--- src/rtl/fetch_pkg.sv ---
// ============================================================================
// Module   : fetch_pkg
// Purpose  : Shared types and constants for the instruction-fetch stage.
// Revision : 1.0
// ============================================================================
`default_nettype none

package fetch_pkg;

   localparam int PC_W    = 16;
   localparam int INSTR_W = 16;

   localparam logic [PC_W-1:0] c_DEFAULT_RESET_PC = 16'h0000;

   typedef enum logic [1:0] {
      FS_IDLE = 2'd0,
      FS_REQ  = 2'd1,
      FS_WAIT = 2'd2,
      FS_HOLD = 2'd3
   } fetch_state_t;

endpackage

`default_nettype wire

--- src/rtl/fetch_pc_reg.sv ---
// ============================================================================
// Module   : fetch_pc_reg
// Purpose  : Program counter; branch load has priority over increment.
// Revision : 1.0
// ============================================================================
`default_nettype none

module fetch_pc_reg
   import fetch_pkg::*;
#(
   parameter logic [PC_W-1:0] RESET_PC = c_DEFAULT_RESET_PC
) (
   input  logic            clk,
   input  logic            rst_n,
   input  logic            i_load,
   input  logic [PC_W-1:0] i_target,
   input  logic            i_inc,
   output logic [PC_W-1:0] o_pc
);

   localparam logic [PC_W-1:0] c_PC_ONE = 1;

   logic [PC_W-1:0] r_pc;

   always_ff @(posedge clk) begin
      if (!rst_n) begin
         r_pc <= RESET_PC;
      end else if (i_load) begin
         r_pc <= i_target;
      end else if (i_inc) begin
         r_pc <= r_pc + c_PC_ONE;
      end
   end

   assign o_pc = r_pc;

endmodule

`default_nettype wire

--- src/rtl/fetch_unit.sv ---
// ============================================================================
// Module   : fetch_unit
// Purpose  : IF stage: PC, single-outstanding imem request, IF/ID register.
// Revision : 1.0
// ============================================================================
`default_nettype none

module fetch_unit
   import fetch_pkg::*;
#(
   parameter logic [PC_W-1:0] RESET_PC = c_DEFAULT_RESET_PC
) (
   input  logic               clk_pi,
   input  logic               reset_n_pi,
   input  logic               is_branch_taken_pi,
   input  logic [PC_W-1:0]    branch_target_pi,
   output logic               imem_req_po,
   output logic [PC_W-1:0]    imem_addr_po,
   input  logic               imem_gnt_pi,
   input  logic               imem_rvalid_pi,
   input  logic [INSTR_W-1:0] imem_rdata_pi,
   output logic               if_valid_po,
   output logic [INSTR_W-1:0] if_instr_po,
   output logic [PC_W-1:0]    if_pc_po,
   input  logic               id_ready_pi,
   output logic               squash_po
);

   fetch_state_t         r_state;
   logic                 r_drop;
   logic                 r_if_valid;
   logic [INSTR_W-1:0]   r_if_instr;
   logic [PC_W-1:0]      r_if_pc;
   logic [PC_W-1:0]      w_pc;
   logic                 w_pc_inc;

   // Advance only when a live (not dropped, not redirected) word is captured
   assign w_pc_inc = (r_state == FS_WAIT) & imem_rvalid_pi & ~r_drop
                   & ~is_branch_taken_pi;

   fetch_pc_reg #(
      .RESET_PC (RESET_PC)
   ) u_pc (
      .clk      (clk_pi),
      .rst_n    (reset_n_pi),
      .i_load   (is_branch_taken_pi),
      .i_target (branch_target_pi),
      .i_inc    (w_pc_inc),
      .o_pc     (w_pc)
   );

   always_ff @(posedge clk_pi) begin
      if (!reset_n_pi) begin
         r_state    <= FS_IDLE;
         r_drop     <= 1'b0;
         r_if_valid <= 1'b0;
         r_if_instr <= '0;
         r_if_pc    <= '0;
      end else if (is_branch_taken_pi) begin
         r_if_valid <= 1'b0;
         case (r_state)
            FS_REQ: begin
               if (imem_gnt_pi) begin
                  r_state <= FS_WAIT;
                  r_drop  <= 1'b1;
               end
            end
            FS_WAIT: begin
               if (imem_rvalid_pi) begin
                  r_state <= FS_REQ;
                  r_drop  <= 1'b0;
               end else begin
                  r_drop  <= 1'b1;
               end
            end
            default: r_state <= FS_REQ;
         endcase
      end else begin
         case (r_state)
            FS_IDLE: r_state <= FS_REQ;
            FS_REQ: begin
               if (imem_gnt_pi) r_state <= FS_WAIT;
            end
            FS_WAIT: begin
               if (imem_rvalid_pi) begin
                  if (r_drop) begin
                     r_drop  <= 1'b0;
                     r_state <= FS_REQ;
                  end else begin
                     r_if_valid <= 1'b1;
                     r_if_instr <= imem_rdata_pi;
                     r_if_pc    <= w_pc;
                     r_state    <= FS_HOLD;
                  end
               end
            end
            FS_HOLD: begin
               if (id_ready_pi) begin
                  r_if_valid <= 1'b0;
                  r_state    <= FS_REQ;
               end
            end
            default: r_state <= FS_IDLE;
         endcase
      end
   end

   assign imem_req_po  = (r_state == FS_REQ);
   assign imem_addr_po = w_pc;
   assign if_valid_po  = r_if_valid;
   assign if_instr_po  = r_if_instr;
   assign if_pc_po     = r_if_pc;
   assign squash_po    = is_branch_taken_pi & r_if_valid;

endmodule

`default_nettype wire

--- config.mk ---
export PLATFORM = sky130hd
export DESIGN_NAME = fetch_unit
export DESIGN_NICKNAME = d
export VERILOG_FILES = /design/src/rtl/fetch_pkg.sv /design/src/rtl/fetch_pc_reg.sv /design/src/rtl/fetch_unit.sv
export SDC_FILE = /design/constraint.sdc
export NUM_CORES = 1
export LEC_CHECK = 0
export CORE_ASPECT_RATIO = 0.7
export CORE_MARGIN = 2
export CORE_UTILIZATION = 55
export DETAILED_ROUTE_END_ITERATION = 12
export DONT_BUFFER_PORTS = 1
export PLACE_DENSITY = 0.7
export SLEW_MARGIN = 20
export SYNTH_ARGS = -nofsm -noshare
export SYNTH_HDL_FRONTEND = slang
export SYNTH_HIERARCHICAL = 1
export SYNTH_SLANG_ARGS = --single-unit
--- constraint.sdc ---
create_clock -name clk_pi -period 3.4 [get_ports clk_pi]
set_input_delay 0.85 -clock clk_pi [delete_from_list [all_inputs] [get_ports clk_pi]]
set_output_delay 0.85 -clock clk_pi [all_outputs]
set_load 0.01 [all_outputs]
==> flow_summary.ini <==
[outcome]
status = completed

[timing]
drv_slew = 0
tns_ps = 0
setup_viol = 0
worst_pin_slew_ps = 843
fmax_mhz = 427
fin_crit_ps = 2340
finalHoldViolations = 0
rsz0062_at_grt = false
fin_worst_skew_ps = 6.55
timing.final.ws_setup_ps = 1060
relSlewSlack_pct = 43.7
period_share_pct = 68.9

[logic_synthesis]
syn_nets = 324
netlist_area_mm2 = 0.00246
ys_warn_count = 6
synth_cell_types = 37
syn_avg_cell_area_um2 = 8.78
yosysSeqAreaShare_pct = 42.3
syn-instance-count = 280
synth_seq_cells = 52

[place]
io_buffers = 0
dpl.hpwl_um = 3400
place_area_mm2 = 0.00243
gp_congestion = 0.836
dp_cells = 319
pre_cts_ws_ps = 781

[power]
cellPowerDensity_mw_per_mm2 = 464
leakage_uw = 0.000894
ir_drop_uv = 228
totalPowerFinal_uw = 1180

[floorplan]
die-area_mm2 = 0.00503
core-area_mm2 = 0.00433
die_y_um = 59.9
start_util_pct = 56.8
num_rows = 20
ios = 89
die_w_um = 83.9

[detailed_routing]
drc = 0
viasPerCell = 5.72
drtIter0Drc = 91
antenna_left = 0
wl_per_cell_um = 15.4
drt_pre_antenna_iters = 4
vias = 1869
wl_um = 5040

[clock_tree]
post_cts_buffers = 0
cts_sinks = 52
clock_latency_ps = 300
ctsResizeCount = 0
h-tree-depth = 2
cts_buffers = 5
cts_hold_buf = 0
cts_root_buffer = clkbuf_8
path_clk_slew_ps = 100
clockBufferDepth = 2
cts_tree = yes

[critical_path]
crit_buf_inv = 1
critPathMaxStageDelay_ps = 420
slowest_stage = dfxtp_1
endpoint_kind = flip-flop
crit_cells = 7
ff2ff_path_depth = 7
criticalPathCategory = flip-flop to flip-flop
crit_family = simple AND/OR/NAND/NOR gates
cp_data_required_time_ps = 3540
worst_setup_path_start_kind = flip-flop
cp_cell_sequence = ha_1 -> nand3_2 -> clkinv_2 -> nand4_4 -> nor4_2 -> xnor2_1 -> a21oi_1
path_max_fanout = 38
arrival_ps = 2490

[global_route]
first_global_vias = 1680
grt_max_degree = 54
grt.total_usage_pct = 20.4
grt_pass1_wl_um = 8180
grt.overflow.total = 0
antenna_found_initial = 0

[finish]
final_cell_area_mm2 = 0.00254
antenna_cells = 0
areaGrowthSynthToFinish_pct = 3.16
final_cells = 327
drive_gt1_share_pct = 6.99
num-nets-final = 315

[flow_run]
drv_cap = 0

[worst_hold_path]
hold_class = flip-flop to flip-flop
worstHoldPathCells = 2
[synth_stat cells, drive strengths merged]
library cell	number	share of area, %
and4	1	0.36
clkinv	1	0.20
ha	6	3.1
nand4	6	2.7
inv	8	1.2
a211o	1	0.36
buf	9	3.1
mux2i	2	0.81
o211ai	2	0.61
and2	1	0.25
nor2	2	0.41
nor4	7	4.0
a31oi	1	0.25
nand2b	3	0.76
nand3	4	1.0
a21boi	34	10
a21o	1	0.31
nand2	76	12
clkbuf	8	1.2
xor2	3	1.1
o211a	5	2.0
a21oi	14	2.8
o2bb2ai	1	0.36
nor4b	1	0.36
dfxtp	52	42
o21ai	13	2.6
a32oi	1	0.36
xnor2	12	4.3
nor3	5	1.0
[layout by cell type (no fill, tap or decap), drive strengths merged, types with 2 or more instances in the layout]
master	instances
nand2	76
dfxtp	52
a21boi	34
a21oi	14
o21ai	13
xnor2	12
inv	8
nor4	7
ha	6
clkbuf	6
nand4	6
nor3	5
o211a	5
nand3	4
nand2b	3
xor2	3
clkinv	2
o211ai	2
mux2i	2
nor2	2
[report_power, final]
group	internal, uW	switching, uW	leakage [uW]	total (uW)
combinational	42.5	45.4	0.000415	87.9
clock	219	199	0.0000552	418
sequential	630	41.3	0.000424	671
total	891	286	0.000894	1180
[final timing paths]
| check | start | endpoint | slack [ps] |
|---|---|---|---|
| min reg2reg | if_pc_po[13] | if_pc_po[13] | 500 |
| min | if_pc_po[13] | if_pc_po[13] | 500 |
| max reg2reg | r_state[1] | u_pc/o_pc[15] | 1060 |
| max | r_state[1] | u_pc/o_pc[15] | 1060 |
[logic make-up after synthesis]
| family | synth area share, % |
|---|---|
| AO/OA/AOI/OAI | 20.2 |
| XOR/XNOR | 5.34 |
| adder cells (fa/ha/maj) | 3.05 |
| buffers and inverters | 5.75 |
| flip-flops | 42.3 |
| multiplexers | 0.814 |
| AND/OR/NAND/NOR | 22.5 |
[state kept, by name, summed over array words and instances, names as in the netlist]
| register | count |
|---|---|
| if_instr_po | 16 |
| if_pc_po | 16 |
| if_valid_po | 1 |
| r_drop | 1 |
| r_state | 2 |
| u_pc/o_pc | 16 |
[metal layers]
layer / global-route usage, % / wire (um) / vias up
met4: 7.37 / 27 / 0
li1: - / - / 929
met1: 27.6 / 2460 / 868
met5: 0 / 0 / -
met3: 8.01 / 420 / 2
met2: 29.6 / 2130 / 70
[through the flow]
stage | utilization [%] | hold slack, ps
2_1_floorplan | - | 479
3_3_place_gp | 56.1 | 490
3_5_place_dp | 56.1 | 494
4_1_cts | 58.6 | 507
5_1_grt | 58.6 | 526
6_report | 58.6 | 504
[cell type report]
| class | instances | area, um2 |
|---|---|---|
| fillers | 402 | 1790 |
| multi-input cells | 202 | 1280 |
| flip-flops and latches | 52 | 1040 |
| clock inverters | 2 | 35.0 |
| repair buffers | 1 | 7.51 |
| clock buffers | 6 | 72.6 |
| inverters | 9 | 35.0 |
| well taps | 55 | 68.8 |
[worst register-to-register path: stages (launching register included)]
cell and delay, ps:
dfxtp_1 420, ha_1 300, nand3_2 120, clkinv_2 420
nand4_4 320, nor4_2 370, xnor2_1 150, a21oi_1 90
Note: power is estimated with default switching activity, not from simulation.
